<file path="config.mk">
export PLATFORM = sky130hd
export DESIGN_NAME = axis_pattern_gen
export DESIGN_NICKNAME = d
export VERILOG_FILES = /design/src/rtl/axis_pattern_gen.sv
export SDC_FILE = /design/constraint.sdc
export NUM_CORES = 1
export LEC_CHECK = 0
export ABC_CLOCK_PERIOD_IN_PS = 3200
export CAP_MARGIN = 10
export CELL_PAD_IN_SITES_DETAIL_PLACEMENT = 1
export CELL_PAD_IN_SITES_GLOBAL_PLACEMENT = 2
export CORE_MARGIN = 2
export CORE_UTILIZATION = 33
export CTS_BUF_LIST = sky130_fd_sc_hd__clkbuf_4 sky130_fd_sc_hd__clkbuf_8 sky130_fd_sc_hd__clkbuf_16
export CTS_CLUSTER_SIZE = 16
export DETAILED_ROUTE_END_ITERATION = 10
export PLACE_DENSITY = 0.75
export SLEW_MARGIN = 5
export SYNTH_ARGS = -nofsm -noshare
export SYNTH_HDL_FRONTEND = slang
export SYNTH_SLANG_ARGS = --single-unit
</file>
<file path="constraint.sdc">
create_clock -name aclk -period 3.2 [get_ports aclk]
set_input_delay 0.48 -clock aclk [delete_from_list [all_inputs] [get_ports aclk]]
set_output_delay 0.48 -clock aclk [all_outputs]
set_load 0.01 [all_outputs]
</file>
<file path="src/rtl/axis_pattern_gen.sv">
// AXI4-Stream video test-pattern source: H_ACTIVE x V_ACTIVE frames, one pixel per beat,
// SOF on tuser, end-of-line on tlast, with a frame-done pulse and wrapping frame counter.
module axis_pattern_gen #(
  parameter int C_M_AXIS_TDATA_WIDTH = 32,
  parameter int H_ACTIVE             = 640,
  parameter int V_ACTIVE             = 480,
  parameter int FCNT_WIDTH           = 16
) (
  input  logic                            aclk,
  input  logic                            areset,
  input  logic                            enable,
  input  logic [1:0]                      pattern,
  output logic                            m_axis_tvalid,
  output logic [C_M_AXIS_TDATA_WIDTH-1:0] m_axis_tdata,
  output logic                            m_axis_tlast,
  output logic                            m_axis_tuser,
  input  logic                            m_axis_tready,
  output logic                            frame_done,
  output logic [FCNT_WIDTH-1:0]           frame_count
);

  localparam int W  = C_M_AXIS_TDATA_WIDTH;
  localparam int HW = W / 2;
  localparam int XW = $clog2(H_ACTIVE);
  localparam int YW = (V_ACTIVE > 1) ? $clog2(V_ACTIVE) : 1;
  localparam logic [XW-1:0] X_LAST = XW'(H_ACTIVE - 1);
  localparam logic [YW-1:0] Y_LAST = YW'(V_ACTIVE - 1);

  typedef enum logic {IDLE, RUN} state_t;

  state_t                state_q, state_d;
  logic [XW-1:0]         x_q, x_d;
  logic [YW-1:0]         y_q, y_d;
  logic [1:0]            pat_q, pat_d;
  logic [W-1:0]          ramp_q, ramp_d;
  logic                  tvalid_q, tvalid_d;
  logic [W-1:0]          tdata_q, tdata_d;
  logic                  tlast_q, tlast_d;
  logic                  tuser_q, tuser_d;
  logic                  done_q, done_d;
  logic [FCNT_WIDTH-1:0] fcnt_q, fcnt_d;

  logic [XW-1:0]         x_inc;
  logic [YW-1:0]         y_inc;
  logic [FCNT_WIDTH-1:0] fcnt_inc;
  logic                  last_beat;
  logic                  start;
  logic [FCNT_WIDTH-1:0] start_fid;

  function automatic logic [W-1:0] pixel(input logic [1:0] pat, input logic [XW-1:0] x,
                                         input logic [YW-1:0] y, input logic [W-1:0] ramp,
                                         input logic [FCNT_WIDTH-1:0] fid);
    logic cb;
    cb = (((x >> 3) & XW'(1)) != '0) ^ (((y >> 3) & YW'(1)) != '0);
    case (pat)
      2'd0:    pixel = {HW'(y), HW'(x)};
      2'd1:    pixel = ramp;
      2'd2:    pixel = {W{cb}};
      default: pixel = W'(fid);
    endcase
  endfunction

  always_comb begin
    x_inc     = (x_q == X_LAST) ? '0 : x_q + XW'(1);
    y_inc     = (x_q != X_LAST) ? y_q : ((y_q == Y_LAST) ? '0 : y_q + YW'(1));
    fcnt_inc  = fcnt_q + FCNT_WIDTH'(1);
    last_beat = (x_q == X_LAST) && (y_q == Y_LAST);
  end

  always_comb begin
    state_d   = state_q;
    x_d       = x_q;
    y_d       = y_q;
    pat_d     = pat_q;
    ramp_d    = ramp_q;
    tvalid_d  = tvalid_q;
    tdata_d   = tdata_q;
    tlast_d   = tlast_q;
    tuser_d   = tuser_q;
    done_d    = 1'b0;
    fcnt_d    = fcnt_q;
    start     = 1'b0;
    start_fid = fcnt_q;

    unique case (state_q)
      IDLE: begin
        start = enable;
      end
      RUN: begin
        if (m_axis_tready) begin
          if (last_beat) begin
            fcnt_d = fcnt_inc;
            done_d = 1'b1;
            if (enable) begin
              start     = 1'b1;
              start_fid = fcnt_inc;
            end else begin
              state_d  = IDLE;
              x_d      = '0;
              y_d      = '0;
              tvalid_d = 1'b0;
              tdata_d  = '0;
              tlast_d  = 1'b0;
              tuser_d  = 1'b0;
            end
          end else begin
            x_d     = x_inc;
            y_d     = y_inc;
            ramp_d  = ramp_q + W'(1);
            tdata_d = pixel(pat_q, x_inc, y_inc, ramp_q + W'(1), fcnt_q);
            tlast_d = (x_inc == X_LAST);
            tuser_d = 1'b0;
          end
        end
      end
      default: state_d = IDLE;
    endcase

    // Frame start is shared by leaving IDLE and back-to-back continuation.
    if (start) begin
      state_d  = RUN;
      x_d      = '0;
      y_d      = '0;
      pat_d    = pattern;
      ramp_d   = '0;
      tvalid_d = 1'b1;
      tuser_d  = 1'b1;
      tlast_d  = 1'b0;
      tdata_d  = pixel(pattern, '0, '0, '0, start_fid);
    end
  end

  always_ff @(posedge aclk or posedge areset) begin
    if (areset) begin
      state_q  <= IDLE;
      x_q      <= '0;
      y_q      <= '0;
      pat_q    <= '0;
      ramp_q   <= '0;
      tvalid_q <= 1'b0;
      tdata_q  <= '0;
      tlast_q  <= 1'b0;
      tuser_q  <= 1'b0;
      done_q   <= 1'b0;
      fcnt_q   <= '0;
    end else begin
      state_q  <= state_d;
      x_q      <= x_d;
      y_q      <= y_d;
      pat_q    <= pat_d;
      ramp_q   <= ramp_d;
      tvalid_q <= tvalid_d;
      tdata_q  <= tdata_d;
      tlast_q  <= tlast_d;
      tuser_q  <= tuser_d;
      done_q   <= done_d;
      fcnt_q   <= fcnt_d;
    end
  end

  assign m_axis_tvalid = tvalid_q;
  assign m_axis_tdata  = tdata_q;
  assign m_axis_tlast  = tlast_q;
  assign m_axis_tuser  = tuser_q;
  assign frame_done    = done_q;
  assign frame_count   = fcnt_q;

endmodule

</file>
Word-level counts from Yosys, hierarchy flattened
Index checks and enable logic that the tools add are counted.
{"block": "word_totals", "ff_bits": 106, "latch_bits": 0, "ramBits": 0, "mem_bits_ro": 0, "in_bits": 6, "n_memories": 0}
{"block": "op_classes", "n_addsub": 4, "mul": 0, "div": 0, "order_cmp": 0, "eq_ne": 11, "shifts": 0, "n_mux": 52, "bitwise_logic": 2, "reduce_logical": 11}
{"operator": "two-way mux 32 bit", "n": 9}
{"operator": "case mux 32 bit (3 select lines)", "n": 1}
{"operator": "two-way mux 16 bit", "n": 5}
{"operator": "two-way mux 9 bit", "n": 7}
{"operator": "two-way mux 10 bit", "n": 6}
{"operator": "adder 32 x 1 -> 32 bit, second input constant", "n": 1}
{"operator": "two-way mux 1 bit", "n": 23}
{"operator": "== test 10 bit, second input constant", "n": 2}
{"operator": "adder 16 x 1 -> 16 bit, second input constant", "n": 1}
{"operator": "adder 10 x 1 -> 10 bit, second input constant", "n": 1}
{"operator": "inequality test 10 bit, second input constant", "n": 1}
{"operator": "adder 9 x 1 -> 9 bit, second input constant", "n": 1}
{"operator": "== test 9 bit, second input constant", "n": 1}
{"operator": "AND reduction 3 bit", "n": 3}
{"operator": "nonzero test 2 bit", "n": 3}
{"operator": "== test 2 x 1 -> 1 bit, second input constant", "n": 2}
{"operator": "== test 2 bit, second input constant", "n": 2}
{"operator": "logical NOT 2 bit", "n": 2}
{"operator": "inequality test 2 x 1 -> 1 bit, second input constant", "n": 2}
{"operator": "AND reduction 4 bit", "n": 1}
{"operator": "inequality test 3 x 2 -> 1 bit, second input constant", "n": 1}
{"operator": "OR reduction 3 bit", "n": 1}
{"operator": "case mux 1 bit (2 select lines)", "n": 1}
{"operator": "logical AND 1 bit", "n": 1}
{"operator": "2 further kinds", "n": 2}

Longest topological paths before layout
Gate-level depths: netlist of run 1.
{"block": "logic_depth", "word_depth": 9, "depth_mapped": 9, "ltp_nobuf": 8}

Worst setup path after synthesis of run 1
Ideal clock, no wire load.
{"block": "synth_path", "path_type": "flip-flop to flip-flop", "start": "register x_q[7]", "end": "register tdata_q[24], in the netlist m_axis_tdata[24]", "setup_time_ns": 0.124, "arrival_ns": 2.196, "slack_ns": 0.880, "path_stages_with_launch": 8, "synth_period_minus_slack_ns": 2.320, "path_cell_list": "dfrtp_1 buf_2 or3b_4 nor4_1 and4_1 mux2i_1 mux2i_1 a211o_1"}
{"block": "synth_between", "elab_chain_cells": 8}
{"element": "start: declaration", "line_no": "32", "rtl": "logic [XW-1:0] x_q, x_d;"}
{"element": "start signal: assignment", "line_no": "136", "rtl": "x_q <= '0;"}
{"element": "start signal: assignment", "line_no": "148", "rtl": "x_q <= x_d;"}
{"element": "== test 10 bit or inequality test 10 bit (tied branches)", "line_no": "64, 67, 65"}
{"element": "two-way mux 10 bit or two-way mux 9 bit (tied branches)", "line_no": "64, 65"}
{"element": "XOR 1 bit", "line_no": "54", "rtl": "cb = (((x >> 3) & XW'(1)) != '0) ^ (((y >> 3) & YW'(1)) != '0);"}
{"element": "case mux 32 bit (3 select lines)", "line_no": "55", "rtl": "case (pat)"}
{"element": "two-way mux 32 bit", "line_no": "91", "rtl": "if (last_beat) begin"}
{"element": "two-way mux 32 bit", "line_no": "90", "rtl": "if (m_axis_tready) begin"}
{"element": "two-way mux 32 bit", "line_no": "85", "rtl": "unique case (state_q)"}
{"element": "two-way mux 32 bit", "line_no": "120", "rtl": "if (start) begin"}
{"element": "end signal: assignment", "line_no": "153", "rtl": "tdata_q <= tdata_d;"}
{"element": "end: declaration", "line_no": "37", "rtl": "logic [W-1:0] tdata_q, tdata_d;"}
Several ways; a longest one is shown, not always the timed one. The select of a mux whose other input is x is not followed.
A chain may end at the register's enable or synchronous reset.

Worst setup path in the final report of run 1
{"block": "layout_path", "start": "register x_q[1]", "end": "register tdata_q[15], in the netlist m_axis_tdata[15]"}
{"block": "layout_between", "elab_chain_cells": 8}
{"element": "adder 10 x 1 -> 10 bit, or another cell as far along", "line_no": "64", "rtl": "x_inc = (x_q == X_LAST) ? '0 : x_q + XW'(1);"}
{"element": "two-way mux 10 bit or two-way mux 9 bit (tied branches)", "line_no": "64, 65"}
{"element": "XOR 1 bit", "line_no": "54"}
{"element": "case mux 32 bit (3 select lines)", "line_no": "55"}
{"element": "two-way mux 32 bit", "line_no": "91"}
{"element": "two-way mux 32 bit", "line_no": "90"}
{"element": "two-way mux 32 bit", "line_no": "85"}
{"element": "two-way mux 32 bit", "line_no": "120"}
Several ways; a longest one is shown, not always the timed one. The select of a mux whose other input is x is not followed.

==> results of run 1 <==
[power by group through the flow]
stage          Combinational (uW)  Sequential [uW]  Clock, uW
5_1_grt                      1160             1720       1270
2_1_floorplan                 593             1680          0
3_3_place_gp                 1060             1710          0
3_5_place_dp                 1070             1720          0
6_report                     1070             1700       1190
4_1_cts                      1080             1700       1210
[registers in the layout, summed over array words and instances (netlist names), 2 cells and up]
register,flops
y_q,9
ramp_q,32
pat_q,2
x_q,10
m_axis_tdata,32
frame_count,16
[how the worst max path moves through the flow]
stage                       start                to  slack, ps  cells past startpoint
finish                     x_q[1]  m_axis_tdata[15]        380                      7
global route               y_q[0]        ramp_q[28]        240                      8
CTS                        y_q[0]        ramp_q[28]        440                      8
detailed placement         y_q[0]        ramp_q[11]        460                      8
global placement    m_axis_tready  m_axis_tdata[15]        530                      7
floorplan                  x_q[7]  m_axis_tdata[24]        880                      7
[metrics by stage]
stage / cells / hold WS, ps / utilization (%) / total power, uW / worst slack, ps
after floorplan: 718 / 483 / - / 2280 / 880
final: 1041 / 490 / 40.7 / 3960 / 384
after global routing: 1041 / 528 / 40.7 / 4160 / 240
after detailed placement: 1025 / 474 / 39.0 / 2790 / 455
after global placement: 1025 / 464 / 39.0 / 2760 / 530
after CTS: 1041 / 497 / 40.7 / 3990 / 436
[layout make-up]
class                      instances  area, um2
timing repair buffer              90        843
fill                            2168      11200
inverter                          13       52.6
sequential                       106       2650
clock inverter                     6       63.8
tap                              260        325
multi-input combinational        556       3480
clock buffer                      10        239
[worst max-delay path: cells and delay by family (launching register included)]
kind,cells,cell delay (ps)
AO/OA/AOI/OAI,1,110
adder cells (fa/ha/maj),1,310
flip-flops,1,450
multiplexers,1,200
AND/OR/NAND/NOR,4,1590
[synthesized netlist by cell type (3+ instances only)]
library cell                number  area, um2
sky130_fd_sc_hd__o21ai_1         3       15.0
sky130_fd_sc_hd__nand2_1       112        420
sky130_fd_sc_hd__and4_1          9       78.8
sky130_fd_sc_hd__nor2_1         43        161
sky130_fd_sc_hd__o211ai_1       12       90.1
sky130_fd_sc_hd__and3_1          9       56.3
sky130_fd_sc_hd__nor3_1         12       60.1
sky130_fd_sc_hd__dfrtp_1       106       2650
sky130_fd_sc_hd__a22oi_1         7       52.6
sky130_fd_sc_hd__clkbuf_1       19       71.3
sky130_fd_sc_hd__or4_4           3       33.8
sky130_fd_sc_hd__a221o_1         5       50.1
sky130_fd_sc_hd__nand3_1        33        165
sky130_fd_sc_hd__nor3_2          3       30.0
sky130_fd_sc_hd__o2bb2ai_1       3       26.3
sky130_fd_sc_hd__mux2i_1         6       60.1
sky130_fd_sc_hd__or4_1           5       37.5
sky130_fd_sc_hd__a211o_1         3       26.3
sky130_fd_sc_hd__a21oi_1        26        130
sky130_fd_sc_hd__a32o_1          3       30.0
sky130_fd_sc_hd__nand4_1        12       75.1
sky130_fd_sc_hd__o41ai_1         3       26.3
sky130_fd_sc_hd__o2111ai_1       3       26.3
sky130_fd_sc_hd__a21o_1          4       30.0
sky130_fd_sc_hd__buf_2          17       85.1
sky130_fd_sc_hd__nor4_1         10       62.6
sky130_fd_sc_hd__and2_0          6       37.5
sky130_fd_sc_hd__ha_1            5       62.6
sky130_fd_sc_hd__xor2_1         23        201
sky130_fd_sc_hd__xnor2_1        31        272
sky130_fd_sc_hd__inv_1          13       48.8
sky130_fd_sc_hd__nand3_2         3       30.0
sky130_fd_sc_hd__o21ai_0        75        375
sky130_fd_sc_hd__o22ai_1         3       18.8
sky130_fd_sc_hd__buf_1           3       11.3
sky130_fd_sc_hd__or3_1           6       37.5
sky130_fd_sc_hd__o31ai_1        20        150
sky130_fd_sc_hd__o221ai_1        4       35.0
sky130_fd_sc_hd__and2_1          7       43.8
[layer usage]
layer  vias up  GRT usage (%)
met5         -              0
met4         0           9.48
met3        43           3.59
met2       128           37.1
met1      2984           30.6
li1       2740              -
[cell families after synthesis]
logic type	Yosys count	synth area share, %
XOR/XNOR	54	7.44
flip-flops	106	41.7
AO/OA/AOI/OAI	204	21.9
buffers and inverters	56	3.90
adder cells (fa/ha/maj)	5	0.984
AND/OR/NAND/NOR	286	22.9
multiplexers	7	1.18
==> impl_metrics.json, run 1 <==
{
  "slew_headroom_pct": 50.9,
  "maxClockFrequency_mhz": 355,
  "max_stage_delay_ps": 510,
  "synthArstFlopShare_pct": 100,
  "grt_antenna_before_repair": 0,
  "tritoncts": "yes",
  "coreArea_um2": 18800,
  "worst_r2r_end": "m_axis_tdata[15]",
  "crit_path_start_kind": "flip-flop",
  "final.setup.tns_ps": 0,
  "status": "finished, final reports clean",
  "most_common_library_cell_in_the_layout_ignoring_fill_and_taps": "sky130_fd_sc_hd__nand2_1",
  "drt_drc_violations_left": 0,
  "place_congestion": 0.893,
  "mostFrequentLayoutCells": "112 x sky130_fd_sc_hd__nand2_1, 106 x sky130_fd_sc_hd__dfrtp_1, 75 x sky130_fd_sc_hd__o21ai_0, 57 x sky130_fd_sc_hd__clkdlybuf4s50_1, 43 x sky130_fd_sc_hd__nor2_1",
  "dp.final_hpwl_um": 17100,
  "holdCritPathClass": "reg2reg",
  "clock_tree.buffer_depth": 2,
  "detail_route.wirelength_um": 22800,
  "cts_htree_levels": 3,
  "critPathKind": "reg2reg",
  "nets": 787,
  "yosys_register_bits": 106,
  "fin_worst_skew_ps": 4.98,
  "finalSetupViolCount": 0,
  "power.combinational.fraction_pct": 27.1,
  "reg2reg_slack_ps": 380,
  "p_sw_share_pct": 34.1,
  "cell_breakdown_of_the_critical_path": "ha_1 > and3_1 > nand4_1 > nor3_2 > and4_1 > mux2i_1 > o2111ai_1",
  "area_of_the_mapped_netlist_um2": 6360,
  "worst_hold_path.endpoint": "m_axis_tdata[18]",
  "y_dimension_of_the_die_um": 143,
  "final_min_period_ps": 2820,
  "reg2regPathDepth": 7,
  "die_width_um": 143,
  "number_of_max_slew_violations_in_the_final_report": 0,
  "placedInstanceArea_um2": 7350,
  "ys_seq_area_share_pct": 41.7,
  "cellPowerDensity_nw_per_um2": 517,
  "timing.critical_path.to_type": "flip-flop",
  "antenna-diode-count": 0,
  "die_area_um2": 20400,
  "power_frac_clock_pct": 30.0,
  "routed-wl-met2_um": 10800,
  "num_io_pins": 58,
  "max_cap_violations": 0,
  "yosysUniqueCellTypes": 74,
  "report.final.hold_viol_count": 0,
  "p_int_uw": 2610,
  "worst_ep_arrival_time_ps": 3040,
  "initial_utilization_pct": 33.8,
  "grt_pass1_vias": 6057,
  "cts-hold-fix-buffers": 0,
  "cts_buffers": 9,
  "overflow": 0,
  "crit_slowest_cell": "sky130_fd_sc_hd__nand4_1",
  "track_usage_pct": 22.9,
  "synth_flop_type": "sky130_fd_sc_hd__dfrtp_1",
  "total_leakage_power_uw": 0.00305,
  "grt_start_max_net_pins": 107,
  "post_drt_via_cell_ratio": 5.66,
  "synth_enable_flop_cells": 0,
  "floorplan.rows": 50,
  "cts_num_sinks": 106,
  "r2r_start": "x_q[1]",
  "grt_first_pass_wirelength_um": 35600,
  "netlist_instances": 718,
  "vias": 5895,
  "setup_repair_after_global_routing_missed_its_margin": "no",
  "post-cts-setup-buffers": 0,
  "post-route-cell-area_um2": 7650,
  "synth.net_count": 729,
  "yosys_warnings": 0,
  "clk-insertion-delay-late_ps": 360,
  "detailedRoute.firstIterationViolations": 402,
  "met1_length_um": 10400,
  "top_layer_used": "met4",
  "synth_area_per_cell_um2": 8.86,
  "worst-path-max-fanout": 10,
  "postCtsResizedCells": 0,
  "worst_slew_pin_slew_ps": 736,
  "total_iterations_of_the_first_detailed_routing_run": 4,
  "drt-wirelength-per-cell_um": 21.9,
  "met3WireLength_um": 755,
  "number_of_nets_with_antenna_violations_after_routing": 0,
  "layout_cell_share_with_drive_strength_beyond_1_pct": 9.86,
  "min-delay-start": "m_axis_tdata[18]",
  "worstHoldPathCells": 2,
  "root_buffer": "sky130_fd_sc_hd__clkbuf_16",
  "worst_ep_required_time_ps": 3420,
  "cts.clk_slew.worst_paths_ps": 80,
  "vdd_drop_max_mv": 0.288,
  "number_of_port_buffers": 57,
  "seq_power_share_pct": 42.9,
  "final.period_utilization_pct": 88.0,
  "layout-area-overhead-vs-synth_pct": 20.4,
  "p_switching_uw": 1350
}
Note: power is estimated with default switching activity, not from simulation.
==> run 2, diff against run 1 <==
ABC_CLOCK_PERIOD_IN_PS = default   (was 3200)
RECOVER_POWER = 100   (was default)
==> impl_metrics.json, run 2 (synthesis results as in run 1) <==
{
  "worst-path-max-fanout": 17,
  "detail_route.wirelength_um": 22800,
  "cts-hold-fix-buffers": 0,
  "finalSetupViolCount": 0,
  "worst_ep_arrival_time_ps": 3150,
  "report.final.hold_viol_count": 0,
  "layoutNonFillerInstCount": 1041,
  "layout-area-overhead-vs-synth_pct": 19.5,
  "final.period_utilization_pct": 90.6,
  "die_width_um": 143,
  "final_min_period_ps": 2900,
  "tritoncts": "yes",
  "post-cts-setup-buffers": 0,
  "post-route-cell-area_um2": 7600,
  "status": "finished with violations",
  "timing.critical_path.to_type": "flip-flop",
  "placedInstanceArea_um2": 7350,
  "critPathKind": "reg2reg",
  "cellPowerDensity_nw_per_um2": 513,
  "maxClockFrequency_mhz": 345,
  "overflow": 0,
  "number_of_port_buffers": 57,
  "dp.final_hpwl_um": 17100,
  "dpl_worst_slack_ps": 455,
  "worst_slew_pin_slew_ps": 1520,
  "crit_path_start_kind": "flip-flop",
  "worstHoldPathCells": 2,
  "reg2regPathDepth": 7,
  "cts_buffers": 9,
  "final.setup.tns_ps": 0,
  "drt_drc_violations_left": 0,
  "vdd_drop_max_mv": 0.289,
  "max_cap_violations": 1,
  "coreArea_um2": 18800,
  "layout_cell_share_with_drive_strength_beyond_1_pct": 8.71,
  "post_drt_via_cell_ratio": 5.71,
  "setup_repair_after_global_routing_missed_its_margin": "no",
  "detailedRoute.firstIterationViolations": 314,
  "postCtsResizedCells": 0,
  "fin_worst_skew_ps": 4.62,
  "cts_htree_levels": 3,
  "num_io_pins": 58,
  "number_of_nets_with_antenna_violations_after_routing": 0,
  "grt_pass1_vias": 6057,
  "power.total_uw": 3900,
  "grt_start_max_net_pins": 107,
  "total_leakage_power_uw": 0.00317,
  "nets": 787,
  "cts_num_sinks": 106,
  "grt_antenna_before_repair": 0,
  "antenna-diode-count": 0,
  "track_usage_pct": 22.9,
  "most_common_library_cell_in_the_layout_ignoring_fill_and_taps": "sky130_fd_sc_hd__nand2_1",
  "total_iterations_of_the_first_detailed_routing_run": 5,
  "place_congestion": 0.893,
  "drt-wirelength-per-cell_um": 21.9,
  "initial_utilization_pct": 33.8,
  "root_buffer": "sky130_fd_sc_hd__clkbuf_16",
  "place_inst": 1025,
  "mostFrequentLayoutCells": "112 x sky130_fd_sc_hd__nand2_1, 106 x sky130_fd_sc_hd__dfrtp_1, 76 x sky130_fd_sc_hd__o21ai_0, 53 x sky130_fd_sc_hd__dlygate4sd3_1, 43 x sky130_fd_sc_hd__nor2_1",
  "slew_headroom_pct": -1.27,
  "worst_ep_required_time_ps": 3450,
  "grt_first_pass_wirelength_um": 35600,
  "clk-insertion-delay-late_ps": 360,
  "failed_checks": "max-capacitance violations, max-slew violations",
  "y_dimension_of_the_die_um": 143,
  "number_of_max_slew_violations_in_the_final_report": 107,
  "holdCritPathClass": "reg2reg",
  "cts.clk_slew.worst_paths_ps": 80,
  "vias": 5947,
  "die_area_um2": 20400,
  "fin_ws_ps": 299,
  "floorplan.rows": 50,
  "clock_tree.buffer_depth": 2
}
-- run 2: path summary, 6_finish.rpt --
| check | slack, ps | end | from |
|---|---|---|---|
| max in group asynchronous | 1090 | x_q[2] | areset |
| min in group asynchronous | 1150 | m_axis_tdata[30] | areset |
| setup / recovery | 300 | m_axis_tdata[21] | y_q[0] |
| hold reg to reg | 480 | m_axis_tdata[18] | m_axis_tdata[18] |
| hold / removal | 480 | m_axis_tdata[18] | m_axis_tdata[18] |
| setup reg to reg | 300 | m_axis_tdata[21] | y_q[0] |
-- run 2: power breakdown --
part           switching, uW  internal (uW)  leakage (uW)
combinational            596            429       0.00161
clock                    555            630      0.000145
sequential               187           1500       0.00141
total                   1340           2560       0.00317
-- run 2: layer usage --
layer	track usage (%)	part of all wire, %
met1	30.6	45
met2	37.1	47
met3	3.59	3.3
met4	9.48	4.0
met5	0	0
-- run 2: per-stage QoR --
step | util (%) | hold slack, ps
2_1_floorplan | - | 483
3_3_place_gp | 39.0 | 464
3_5_place_dp | 39.0 | 474
4_1_cts | 40.7 | 497
5_1_grt | 40.4 | 522
6_report | 40.4 | 482
-- run 2: area by class of cell --
type                            instances  area (um2)
Clock inverter                          6        63.8
Multi-Input combinational cell        556        3450
Tap cell                              260         325
Timing Repair Buffer                   90         817
Clock buffer                           10         239
Fill cell                            2182       11200
Sequential cell                       106        2650
Inverter                               13        52.6
-- run 2: worst max-delay path, stage by stage (launching register included) --
cell                       delay, ps
sky130_fd_sc_hd__dfrtp_1         470
sky130_fd_sc_hd__ha_1            320
sky130_fd_sc_hd__nand2b_1        160
sky130_fd_sc_hd__or4_1           680
sky130_fd_sc_hd__o21ai_4         340
sky130_fd_sc_hd__clkbuf_2        390
sky130_fd_sc_hd__nor2_1          100
sky130_fd_sc_hd__a221o_1         320
==> run 3, diff against run 2 <==
CORE_UTILIZATION = 36   (was 33)
PLACE_DENSITY = 0.77   (was 0.75)
clock period = 2.8 ns   (was 3.2 ns; I/O delays follow)
==> impl_metrics.json, run 3 (synthesis results as in run 1) <==
{
  "die_area_um2": 18700,
  "drt-wirelength-per-cell_um": 22.9,
  "layout_cell_share_with_drive_strength_beyond_1_pct": 10.5,
  "cell_breakdown_of_the_critical_path": "ha_1 > nand3_2 > clkbuf_1 > nor4_4 > buf_4 > a21oi_2 > buf_6 > nand2_1 > a2bb2oi_1 > o211ai_1",
  "grt_antenna_before_repair": 0,
  "overflow": 0,
  "cts_htree_levels": 3,
  "floorplan.rows": 48,
  "power_frac_clock_pct": 28.6,
  "fillerInstances": 2034,
  "grt_pass1_vias": 6211,
  "y_dimension_of_the_die_um": 137,
  "worstHoldPathCells": 2,
  "cp_num_buf_inv": 3,
  "p_switching_uw": 1540,
  "timing.critical_path.to_type": "flip-flop",
  "track_usage_pct": 26.2,
  "p_sw_share_pct": 34.8,
  "num_io_pins": 58,
  "grt_start_max_net_pins": 40,
  "cts.clk_slew.worst_paths_ps": 70,
  "reg2regPathDepth": 10,
  "layout-area-overhead-vs-synth_pct": 20.5,
  "max_stage_delay_ps": 430,
  "post-route-cell-area_um2": 7660,
  "coreArea_um2": 17300,
  "status": "finished, final reports clean",
  "power.combinational.fraction_pct": 27.9,
  "tritoncts": "yes",
  "total_iterations_of_the_first_detailed_routing_run": 5,
  "number_of_nets_with_antenna_violations_after_routing": 0,
  "critPathKind": "reg2reg",
  "placedInstanceArea_um2": 7460,
  "p_int_uw": 2880,
  "cellPowerDensity_nw_per_um2": 576,
  "place_congestion": 0.966,
  "crit_path_start_kind": "flip-flop",
  "crit_slowest_cell": "sky130_fd_sc_hd__dfrtp_1",
  "report.final.hold_viol_count": 0,
  "place_inst": 1007,
  "cts_num_sinks": 106,
  "cts-hold-fix-buffers": 0,
  "nets": 804,
  "post_drt_via_cell_ratio": 5.98,
  "final_standard_cell_utilization_of_the_core_pct": 44.3,
  "antenna-diode-count": 0,
  "finalSetupViolCount": 0,
  "worstSetupStartpoint": "x_q[0]",
  "vias": 6108,
  "maxClockFrequency_mhz": 381,
  "clock_tree.buffer_depth": 2,
  "final.period_utilization_pct": 93.9,
  "layoutNonFillerInstCount": 1022,
  "detailedRoute.firstIterationViolations": 425,
  "root_buffer": "sky130_fd_sc_hd__clkbuf_16",
  "dp.final_hpwl_um": 17500,
  "setup_repair_after_global_routing_missed_its_margin": "no",
  "holdCritPathClass": "reg2reg",
  "cts_buffers": 9,
  "total_leakage_power_uw": 0.00322,
  "worst-path-max-fanout": 34,
  "most_common_library_cell_in_the_layout_ignoring_fill_and_taps": "sky130_fd_sc_hd__nand2_1",
  "worst_ep_arrival_time_ps": 2910,
  "fin_worst_skew_ps": 10.1,
  "clk-insertion-delay-late_ps": 360,
  "power.total_uw": 4420,
  "r2r_start": "x_q[0]",
  "slew_headroom_pct": 13.5,
  "seq_power_share_pct": 43.5,
  "critical-path-top-delay-family": "buffers and inverters",
  "drt_drc_violations_left": 0,
  "post-cts-setup-buffers": 0,
  "grt_first_pass_wirelength_um": 37000,
  "die_width_um": 137,
  "number_of_port_buffers": 57,
  "min-delay-start": "m_axis_tdata[20]",
  "mostFrequentLayoutCells": "112 x sky130_fd_sc_hd__nand2_1, 106 x sky130_fd_sc_hd__dfrtp_1, 76 x sky130_fd_sc_hd__o21ai_0, 53 x sky130_fd_sc_hd__dlygate4sd3_1, 43 x sky130_fd_sc_hd__nor2_1",
  "number_of_max_slew_violations_in_the_final_report": 0,
  "final_min_period_ps": 2630,
  "vdd_drop_max_mv": 0.326,
  "initial_utilization_pct": 36.8,
  "max_cap_violations": 0,
  "worst_slew_pin_slew_ps": 1290,
  "final.setup.tns_ps": 0,
  "worst_ep_required_time_ps": 3080,
  "wp_depth": 10,
  "detail_route.wirelength_um": 23400
}
run 3: cell types whose count changed in the layout (fill, tap and decap cells not counted), sizes merged:
| cell | before | now |
|---|---|---|
| buf | 28 | 35 |
| bufinv | 1 | 0 |
| clkbuf | 15 | 26 |
| clkinvlp | 3 | 2 |
run 3: power groups by stage:
stage,clock network [uW],registers (uW),logic [uW]
floorplan,0,1920,678
global placement,0,1940,1260
detailed placement,0,1960,1280
CTS,1290,1930,1290
global route,1340,1960,1340
finish,1260,1920,1230
run 3: per-stage QoR:
stage	worst slack (ps)	hold slack (ps)
after global placement	121	462
after detailed placement	109	473
after CTS	72.7	486
after global routing	16.4	532
after floorplan	480	483
final	172	472
run 3: cell type report:
class / instances / area (um2) / share of cell area [%]
multi-input cells: 556 / 3480 / 45.4
flip-flops and latches: 106 / 2650 / 34.6
repair buffers: 107 / 918 / 12.0
well taps: 225 / 282 / 3.67
clock buffers: 11 / 253 / 3.30
inverters: 13 / 50.0 / 0.653
clock inverters: 4 / 26.3 / 0.343
run 3: worst reg2reg max path, cell delays in order (launching register included):
cell and delay [ps]:
sky130_fd_sc_hd__dfrtp_1 430, sky130_fd_sc_hd__ha_1 300, sky130_fd_sc_hd__nand3_2 110, sky130_fd_sc_hd__clkbuf_1 420
sky130_fd_sc_hd__nor4_4 80, sky130_fd_sc_hd__buf_4 190, sky130_fd_sc_hd__a21oi_2 190, sky130_fd_sc_hd__buf_6 320
sky130_fd_sc_hd__nand2_1 240, sky130_fd_sc_hd__a2bb2oi_1 190, sky130_fd_sc_hd__o211ai_1 80
run 3: worst paths after layout:
path | slack (ps) | endpoint
hold reg to reg | 470 | m_axis_tdata[20]
setup reg to reg | 170 | m_axis_tdata[19]
max in group asynchronous | 450 | m_axis_tdata[5]
min in group asynchronous | 770 | ramp_q[27]
setup / recovery | 170 | m_axis_tdata[19]
hold / removal | 470 | m_axis_tdata[20]
run 3: repair_timing:
item                                   in CTS  in global routing
gates resized for setup                     0                  2
endpoints found under the hold margin       0                  0
setup endpoints to repair                   0                  2
run 3: routing by layer:
layer | track usage (%) | routed length [um] | vias up
met5 | 0 | 0 | -
met4 | 10.3 | 686 | 0
met3 | 4.04 | 1100 | 39
met2 | 42.5 | 11300 | 188
met1 | 35.3 | 10300 | 3092
li1 | - | - | 2789
